`src/rtl/joy_socd_filter.sv`:
```
// Joystick direction conditioner: sync, debounce, SOCD last-press-wins, 2/4/8-way restriction.
// Latency: 3 cycles input edge to dir_out with DEB_CNT=0, 3+DEB_CNT cycles otherwise.
// Backpressure: none; free-running, one result per clk per channel.
//
// Ports:
//   clk       system clock
//   I_RESETn  synchronous active-low reset
//   mode      0=2-way H, 1=2-way V, 2=4-way, 3=8-way (all channels)
//   dir_in    raw directions, nibble per channel {U,D,L,R}, active high
//   dir_out   resolved directions, same packing, registered
//   changed   one-cycle pulse per channel when its dir_out nibble changes

module joy_socd_filter #(
  parameter int CHANNELS = 2,
  parameter int DEB_W    = 16,
  parameter int DEB_CNT  = 24000
) (
  input  logic                  clk,
  input  logic                  I_RESETn,
  input  logic [1:0]            mode,
  input  logic [4*CHANNELS-1:0] dir_in,
  output logic [4*CHANNELS-1:0] dir_out,
  output logic [CHANNELS-1:0]   changed
);

  localparam int NB = 4 * CHANNELS;

  logic [NB-1:0] r_sync1;
  logic [NB-1:0] r_sync2;
  logic [NB-1:0] w_stable;
  logic [NB-1:0] r_stable_q;
  logic [NB-1:0] w_rise;

  // Two-flop synchroniser for the asynchronous button inputs.
  always_ff @(posedge clk) begin
    if (!I_RESETn) begin
      r_sync1 <= '0;
      r_sync2 <= '0;
    end else begin
      r_sync1 <= dir_in;
      r_sync2 <= r_sync1;
    end
  end

  generate
    if (DEB_CNT == 0) begin : g_nodeb
      assign w_stable = r_sync2;
    end else begin : g_deb
      localparam logic [DEB_W-1:0] CNT_LAST = DEB_W'(DEB_CNT - 1);

      logic [NB-1:0]    r_deb;
      logic [DEB_W-1:0] r_cnt [NB];

      // A bit only flips after DEB_CNT consecutive mismatching cycles; any
      // agreeing cycle restarts the count, so short glitches are swallowed.
      always_ff @(posedge clk) begin
        if (!I_RESETn) begin
          r_deb <= '0;
          for (int b = 0; b < NB; b++) r_cnt[b] <= '0;
        end else begin
          for (int b = 0; b < NB; b++) begin
            if (r_sync2[b] == r_deb[b]) begin
              r_cnt[b] <= '0;
            end else if (r_cnt[b] == CNT_LAST) begin
              r_deb[b] <= r_sync2[b];
              r_cnt[b] <= '0;
            end else begin
              r_cnt[b] <= r_cnt[b] + DEB_W'(1);
            end
          end
        end
      end

      assign w_stable = r_deb;
    end
  endgenerate

  always_ff @(posedge clk) begin
    if (!I_RESETn) r_stable_q <= '0;
    else           r_stable_q <= w_stable;
  end

  assign w_rise = w_stable & ~r_stable_q;

  generate
    for (genvar c = 0; c < CHANNELS; c++) begin : g_ch
      logic [3:0] w_s;
      logic [3:0] w_r;
      logic [1:0] r_last_h;
      logic [1:0] r_last_v;
      logic       r_last_axis;
      logic [1:0] w_nlh;
      logic [1:0] w_nlv;
      logic       w_nla;
      logic [1:0] w_h;
      logic [1:0] w_v;
      logic [3:0] w_nib;
      logic [3:0] r_dir;
      logic       r_chg;

      assign w_s = w_stable[4*c +: 4];
      assign w_r = w_rise[4*c +: 4];

      // Most recent press on each axis; the second direction in the pair
      // (L, U) wins a same-cycle tie.
      assign w_nlh = w_r[1] ? 2'b10 : (w_r[0] ? 2'b01 : r_last_h);
      assign w_nlv = w_r[3] ? 2'b10 : (w_r[2] ? 2'b01 : r_last_v);
      // Most recently touched axis; horizontal wins a same-cycle tie.
      assign w_nla = (w_r[0] | w_r[1]) ? 1'b0 :
                     ((w_r[2] | w_r[3]) ? 1'b1 : r_last_axis);

      // Opposing pair held: use the updated last-press so a press this
      // cycle is honoured immediately.
      assign w_h = (w_s[0] & w_s[1]) ? w_nlh : {w_s[1], w_s[0]};
      assign w_v = (w_s[2] & w_s[3]) ? w_nlv : {w_s[3], w_s[2]};

      always_comb begin
        w_nib = 4'b0000;
        case (mode)
          2'd0: w_nib = {2'b00, w_h};
          2'd1: w_nib = {w_v, 2'b00};
          2'd2: begin
            if ((w_h != 2'b00) && (w_v != 2'b00))
              w_nib = w_nla ? {w_v, 2'b00} : {2'b00, w_h};
            else
              w_nib = {w_v, w_h};
          end
          default: w_nib = {w_v, w_h};
        endcase
      end

      always_ff @(posedge clk) begin
        if (!I_RESETn) begin
          r_last_h    <= 2'b00;
          r_last_v    <= 2'b00;
          r_last_axis <= 1'b0;
          r_dir       <= 4'b0000;
          r_chg       <= 1'b0;
        end else begin
          r_last_h    <= w_nlh;
          r_last_v    <= w_nlv;
          r_last_axis <= w_nla;
          r_dir       <= w_nib;
          r_chg       <= (w_nib != r_dir);
        end
      end

      assign dir_out[4*c +: 4] = r_dir;
      assign changed[c]        = r_chg;
    end
  endgenerate

endmodule

```
`config.mk`:
```
export PLATFORM = sky130hd
export DESIGN_NAME = joy_socd_filter
export DESIGN_NICKNAME = d
export VERILOG_FILES = /design/src/rtl/joy_socd_filter.sv
export SDC_FILE = /design/constraint.sdc
export NUM_CORES = 1
export LEC_CHECK = 0
export CAP_MARGIN = 10
export CORE_ASPECT_RATIO = 1.25
export CORE_MARGIN = 8
export CORE_UTILIZATION = 39
export CTS_BUF_LIST = sky130_fd_sc_hd__clkbuf_4 sky130_fd_sc_hd__clkbuf_8
export DETAILED_ROUTE_END_ITERATION = 8
export GPL_ROUTABILITY_DRIVEN = 0
export MAX_ROUTING_LAYER = met4
export PLACE_DENSITY_LB_ADDON = 0.25
export SLEW_MARGIN = 20
export SYNTH_ARGS = -nofsm -noshare
export SYNTH_HDL_FRONTEND = slang
export SYNTH_SLANG_ARGS = --single-unit
```
`constraint.sdc`:
```
create_clock -name clk -period 2.55 [get_ports clk]
set_input_delay 0.255 -clock clk [delete_from_list [all_inputs] [get_ports clk]]
set_output_delay 0.255 -clock clk [all_outputs]
set_load 0.02 [all_outputs]
```
==> results of run 1 <==
## logic make-up after synthesis
| family | share of synthesized area, % |
|---|---|
| DFF | 55.0 |
| and+or+nand+nor | 24.5 |
| other | 0.0422 |
| buffers and inverters | 2.45 |
| adders and majority gates | 1.13 |
| xor gates and xnor gates | 11.6 |
| AOI/OAI and AO/OA | 4.24 |
| muxes | 1.01 |
## placed cells by master (no fill, tap or decap), drive strengths merged, types with 3 or more instances in the layout
cell	instances
nor2	159
edfxtp	128
conb	128
xor2	76
nand2	53
dfxtp	52
nand3	51
xnor2	42
and2	35
inv	33
and3	23
nand4	23
clkdlybuf4s50	20
nor2b	20
clkbuf	18
buf	16
nand2b	10
mux2i	9
nor3	9
o21ai	9
a21oi	8
and4	8
ha	8
or3	7
nor4	7
a31oi	4
nor3b	4
nor4b	4
or4	3
bufinv	3
and2b	3
o21a	3
clkinv	3
## where the power goes
group	internal (µW)	switching (µW)	total (µW)
registers	3230	88.6	3310
clock network	996	1070	2060
logic	103	125	228
total	4320	1280	5610
## registers in the layout, summed over array words and instances (netlist names)
signal / cells
g_ch.r_last_h: 4
g_deb.r_cnt: 128
g_ch.r_last_v: 4
r_sync1: 8
r_sync2: 8
g_ch.r_dir: 8
g_ch.r_chg: 2
g_deb.r_deb: 8
g_ch.r_last_axis: 2
r_stable_q: 8
## through the flow
stage	hold slack, ns	worst slack, ns	area (µm²)
after global routing	0.232	0.363	10300
after floorplan	0.382	0.582	9360
after detailed placement	0.420	0.383	9920
after global placement	0.415	0.383	9920
final	0.243	0.522	10300
after CTS	0.221	0.487	10300
## final cells by class
class / count / area [µm²]
clock inverter: 14 / 171
tap: 283 / 354
sequential: 180 / 4880
timing repair buffer: 36 / 330
clock buffer: 18 / 241
fill: 2143 / 12000
multi-input combinational: 734 / 4260
inverter: 25 / 93.8
## worst paths after layout
path	startpoint	endpoint	slack [ns]	depth (start not counted)
setup reg to reg	g_deb.r_cnt[0][16]$_SDFFCE_PN0P_	g_deb.r_cnt[0][30]$_SDFFCE_PN0P_	0.52	7
hold reg to reg	r_sync1[7]$_SDFF_PN0_	r_sync2[7]$_SDFF_PN0_	0.44	1
hold / removal	I_RESETn	g_deb.r_deb[1]$_SDFFE_PN0N_	0.24	2
setup / recovery	g_deb.r_cnt[0][16]$_SDFFCE_PN0P_	g_deb.r_cnt[0][30]$_SDFFCE_PN0P_	0.52	7
## metal layers
metal / vias up / wire length (µm) / global-route usage [%]
met1: 2774 / 7050 / 13.6
met4: 0 / 293 / 4.76
met3: 19 / 407 / 2.72
met5: - / 0 / -
li1: 3098 / - / -
met2: 53 / 6950 / 19.0
==> impl_metrics.yaml, run 1 <==
worst_setup_path:
  critical_path_class: "flip-flop to flip-flop"
  critPathSlowestCell: "edfxtp_1"
  worst-path-buf-inv: 0
  cpMostUsedCell: "and3_1"
  crit_path_max_fanout: 5
  slowest_delay_ns: 0.40
  crit_chain: "ha_1 > and3_1 > and3_1 > nand2_1 > or2_1 > or3_1 > a21oi_1"
  crit_required_ns: 2.86
  worstPathArrival_ns: 2.34
  crit_family: "simple AND/OR/NAND/NOR gates"
  worstSetupEndpointType: "flip-flop"
  start_kind: "flip-flop"
sta:
  finalSetupTns_ns: 0
  fin_crit_ns: 2.03
  tightest_slew_ns: 0.631
  worst_clock_skew_ns: 0.0129
  fmax_ghz: 0.493
  finalSetupViolCount: 0
  maxSlewViolCount: 0
  hold_viol: 0
  rsz0062_at_grt: "false"
  slew_headroom_pct: 57.8
  min_period_over_period_pct: 79.5
drt:
  dr_total_vias: 5944
  antenna_left: 0
  dr.pass1.iters: 4
  drtIter0Drc: 264
  wirelength_mm: 14.7
  avgRoutedWirePerCell_um: 11.4
  drc: 0
  avgViaCountPerCell: 4.61
yosys:
  ys_async_sr_fraction_pct: 0
  syn_avg_cell_area_um2: 10.7
  syn_inst: 834
  syn-cell-area_mm2: 0.00888
  post-synth-top-count-cell: "nor2_1"
  ys_top_cells_by_count: "159 x nor2_1, 128 x edfxtp_1, 76 x xor2_1"
  ys_types: 71
  synth_top_area_share_pct: 43.3
  synth_enable_flop_cells: 128
  ys_ff_latch: 180
  yosysSeqAreaShare_pct: 55.0
  yosys_warnings: 0
  synthTopCellsByArea: "edfxtp_1 43%, dfxtp_1 12%, xor2_1 7.5%"
  synth_flop_cell: "edfxtp_1"
  netlist.top_cell.by_area: "edfxtp_1"
power_and_ir_drop:
  vdd_ir_drop_max_mv: 0.312
  total_power_uw: 5610
  p_leak_uw: 0.00380
  p_per_area_mw_per_mm2: 543
clock_network:
  cts.sinks: 180
  htree_num_levels: 4
  cts_tree: "done"
  holdBufCountCts: 0
  clkTransAtPathRegs_ns: 0.10
  clock_latency_ns: 0.46
  root_buffer: "clkbuf_8"
  cts_buffer_depth: 2
  postCtsSetupBuffers: 0
  cts_buffers: 17
  cts_resized: 0
floorplan:
  io_pins: 22
  die_w_um: 151
  start_util_pct: 39.9
  row_count: 61
  die-height_um: 185
  design.core.area_mm2: 0.0223
  dieArea_mm2: 0.0279
cells_and_area:
  syn_to_final_growth_pct: 16.3
  drive_gt1_share_pct: 6.95
  diodes: 0
  nets: 1014
  instances_no_fill: 1290
  fin_util_pct: 46.4
job:
  cap_violations: 0
global_routing:
  gr-total-overflow: 0
  grt_first_pass_wirelength_mm: 25.8
  grt_max_degree: 41
  track_usage_pct: 11.7
  first_global_vias: 5800
  grt_antenna_before_repair: 0
status:
  status: "completed"
placement:
  numPortBuffers: 21
  dp_hpwl_mm: 10.5
  dpl.cell_count: 1258
hold_path:
  min-delay-path-class: "input pin to flip-flop"
No activity file was read; power rests on OpenSTA's default activity.
==> run 2, diff against run 1 <==
==> constraint.sdc (replaced) <==
create_clock -name clk -period 2 [get_ports clk]
set_input_delay 0.2 -clock clk [delete_from_list [all_inputs] [get_ports clk]]
set_output_delay 0.2 -clock clk [all_outputs]
set_load 0.02 [all_outputs]
==> impl_metrics.yaml, run 2 (synthesis gave the netlist of run 1 again) <==
status:
  status: "completed"
global_routing:
  track_usage_pct: 11.8
  grt_antenna_before_repair: 0
  grt_max_degree: 28
  gr-total-overflow: 0
  first_global_vias: 5859
  grt_first_pass_wirelength_mm: 26.1
clock_network:
  root_buffer: "clkbuf_8"
  htree_num_levels: 4
  cts_buffer_depth: 2
  clock_latency_ns: 0.46
  clkTransAtPathRegs_ns: 0.09
  cts_buffers: 17
  holdBufCountCts: 0
  cts_tree: "done"
  cts.sinks: 180
worst_setup_path:
  worstPathArrival_ns: 2.25
  crit_required_ns: 2.33
  crit_path_max_fanout: 6
  worstSetupEndpointType: "flip-flop"
  start_kind: "flip-flop"
  critical_path_class: "flip-flop to flip-flop"
drt:
  drtIter0Drc: 242
  drc: 0
  wirelength_mm: 15.0
  dr.pass1.iters: 4
  avgRoutedWirePerCell_um: 11.4
  avgViaCountPerCell: 4.59
  antenna_left: 0
  dr_total_vias: 6051
cells_and_area:
  fin_util_pct: 47.4
  regMostFlops: "g_deb.r_cnt"
  layout_commonest_cell: "nor2_1"
  syn_to_final_growth_pct: 18.8
  fill_cells: 2194
  multi_input_area_mm2: 0.00429
  nets: 1041
  diodes: 0
  seqCellArea_mm2: 0.00489
  final_cell_mix: "159 x nor2_1, 128 x edfxtp_1, 128 x conb_1, 76 x xor2_1, 52 x nand2_1"
  largest_reg_flops: 128
  drive_gt1_share_pct: 10.1
power_and_ir_drop:
  p_leak_uw: 0.00393
  clkPwrFrac_pct: 32.2
  p_comb_share_pct: 4.9
  p_per_area_mw_per_mm2: 635
  intPower_uw: 5130
  vdd_ir_drop_max_mv: 0.394
  power_frac_seq_pct: 63.0
  switching_share_pct: 23.5
  power_switching_uw: 1570
sta:
  maxSlewViolCount: 0
  hold_viol: 0
  min_period_over_period_pct: 95.9
  holdWs_ns: 0.256
  worst_clock_skew_ns: 0.0129
  finalWorstSetupSlack_ns: 0.0813
  fin_crit_ns: 1.92
  fmax_ghz: 0.521
  finalSetupViolCount: 0
placement:
  dp_hpwl_mm: 10.8
  dp_slack_ns: 0.0193
  numPortBuffers: 21
floorplan:
  io_pins: 22
  design.core.area_mm2: 0.0223
  dieArea_mm2: 0.0279
  start_util_pct: 39.9
  die-height_um: 185
  die_w_um: 151
  row_count: 61
hold_path:
  min-delay-path-class: "input pin to flip-flop"
job:
  cap_violations: 0
## run 2: cell types whose count changed in the layout (fill, tap and decap cells not counted), sizes merged
cell	before	now
buf	16	43
clkinv	3	9
inv	33	28
bufinv	3	0
clkinvlp	0	2
## run 2: layer usage
layer	global-route usage (%)	part of all wire [%]
met5	-	0
met4	4.13	1.4
met3	2.63	3.0
met2	19.2	48
met1	14.1	48
## run 2: final cells by class
cell class / instances / share of cell area (%)
Clock buffer: 18 / 2.29
Clock inverter: 14 / 0.830
Inverter: 25 / 0.889
Multi-Input combinational cell: 734 / 40.6
Sequential cell: 180 / 46.3
Tap cell: 283 / 3.35
Timing Repair Buffer: 63 / 5.76
## run 2: stage by stage
| stage | TNS [ns] | instances | area (µm²) | total power [µW] |
|---|---|---|---|---|
| 4_1_cts | 0 | 1315 | 10500 | 6820 |
| 5_1_grt | -0.00307 | 1317 | 10600 | 7020 |
| 3_5_place_dp | 0 | 1283 | 10200 | 4630 |
| 6_report | 0 | 1317 | 10600 | 6710 |
| 2_1_floorplan | 0 | 961 | 9360 | 4510 |
| 3_3_place_gp | 0 | 1283 | 10200 | 4620 |
## run 2: final timing paths
path / endpoint / cells after the start / from / slack (ns)
hold reg to reg: r_sync2[7]$_SDFF_PN0_ / 1 / r_sync1[7]$_SDFF_PN0_ / 0.44
setup / recovery: g_ch[1].r_chg$_SDFF_PN0_ / 6 / g_deb.r_deb[4]$_SDFFE_PN0N_ / 0.08
hold / removal: g_deb.r_deb[6]$_SDFFE_PN0N_ / 2 / I_RESETn / 0.26
setup reg to reg: g_ch[1].r_chg$_SDFF_PN0_ / 6 / g_deb.r_deb[4]$_SDFFE_PN0N_ / 0.08
## run 2: worst max-delay path, stage by stage (launching register included)
cell and delay [ns]:
dfxtp_1 0.36, and2b_4 0.20, a311oi_4 0.39, mux2i_1 0.22, or3_1 0.11, o2111ai_1 0.10
o41a_1 0.43
## run 2: power groups by stage
stage	combinational, µW	clock [µW]	sequential, µW
3_3_place_gp	320	0	4300
5_1_grt	377	2400	4240
2_1_floorplan	224	0	4280
6_report	327	2160	4220
4_1_cts	323	2270	4220
3_5_place_dp	320	0	4310
## run 2: repair_timing
item                                   4_1_cts  5_1_grt
pin swaps                                    0        3
gates resized for setup                      1        8
endpoints found under the hold margin        0        0
buffers inserted                             0        2
setup endpoints to repair                    1        3
==> run 3, diff against run 2 <==
--- a/config.mk
+++ b/config.mk
@@ -5,7 +5,7 @@
 export SDC_FILE = /design/constraint.sdc
 export NUM_CORES = 1
 export LEC_CHECK = 0
-export CAP_MARGIN = 10
+export CAP_MARGIN = 20
 export CORE_ASPECT_RATIO = 1.25
 export CORE_MARGIN = 8
 export CORE_UTILIZATION = 39
==> results of run 3 <==
Final layout, timing and power as in run 2 (identical DEF).
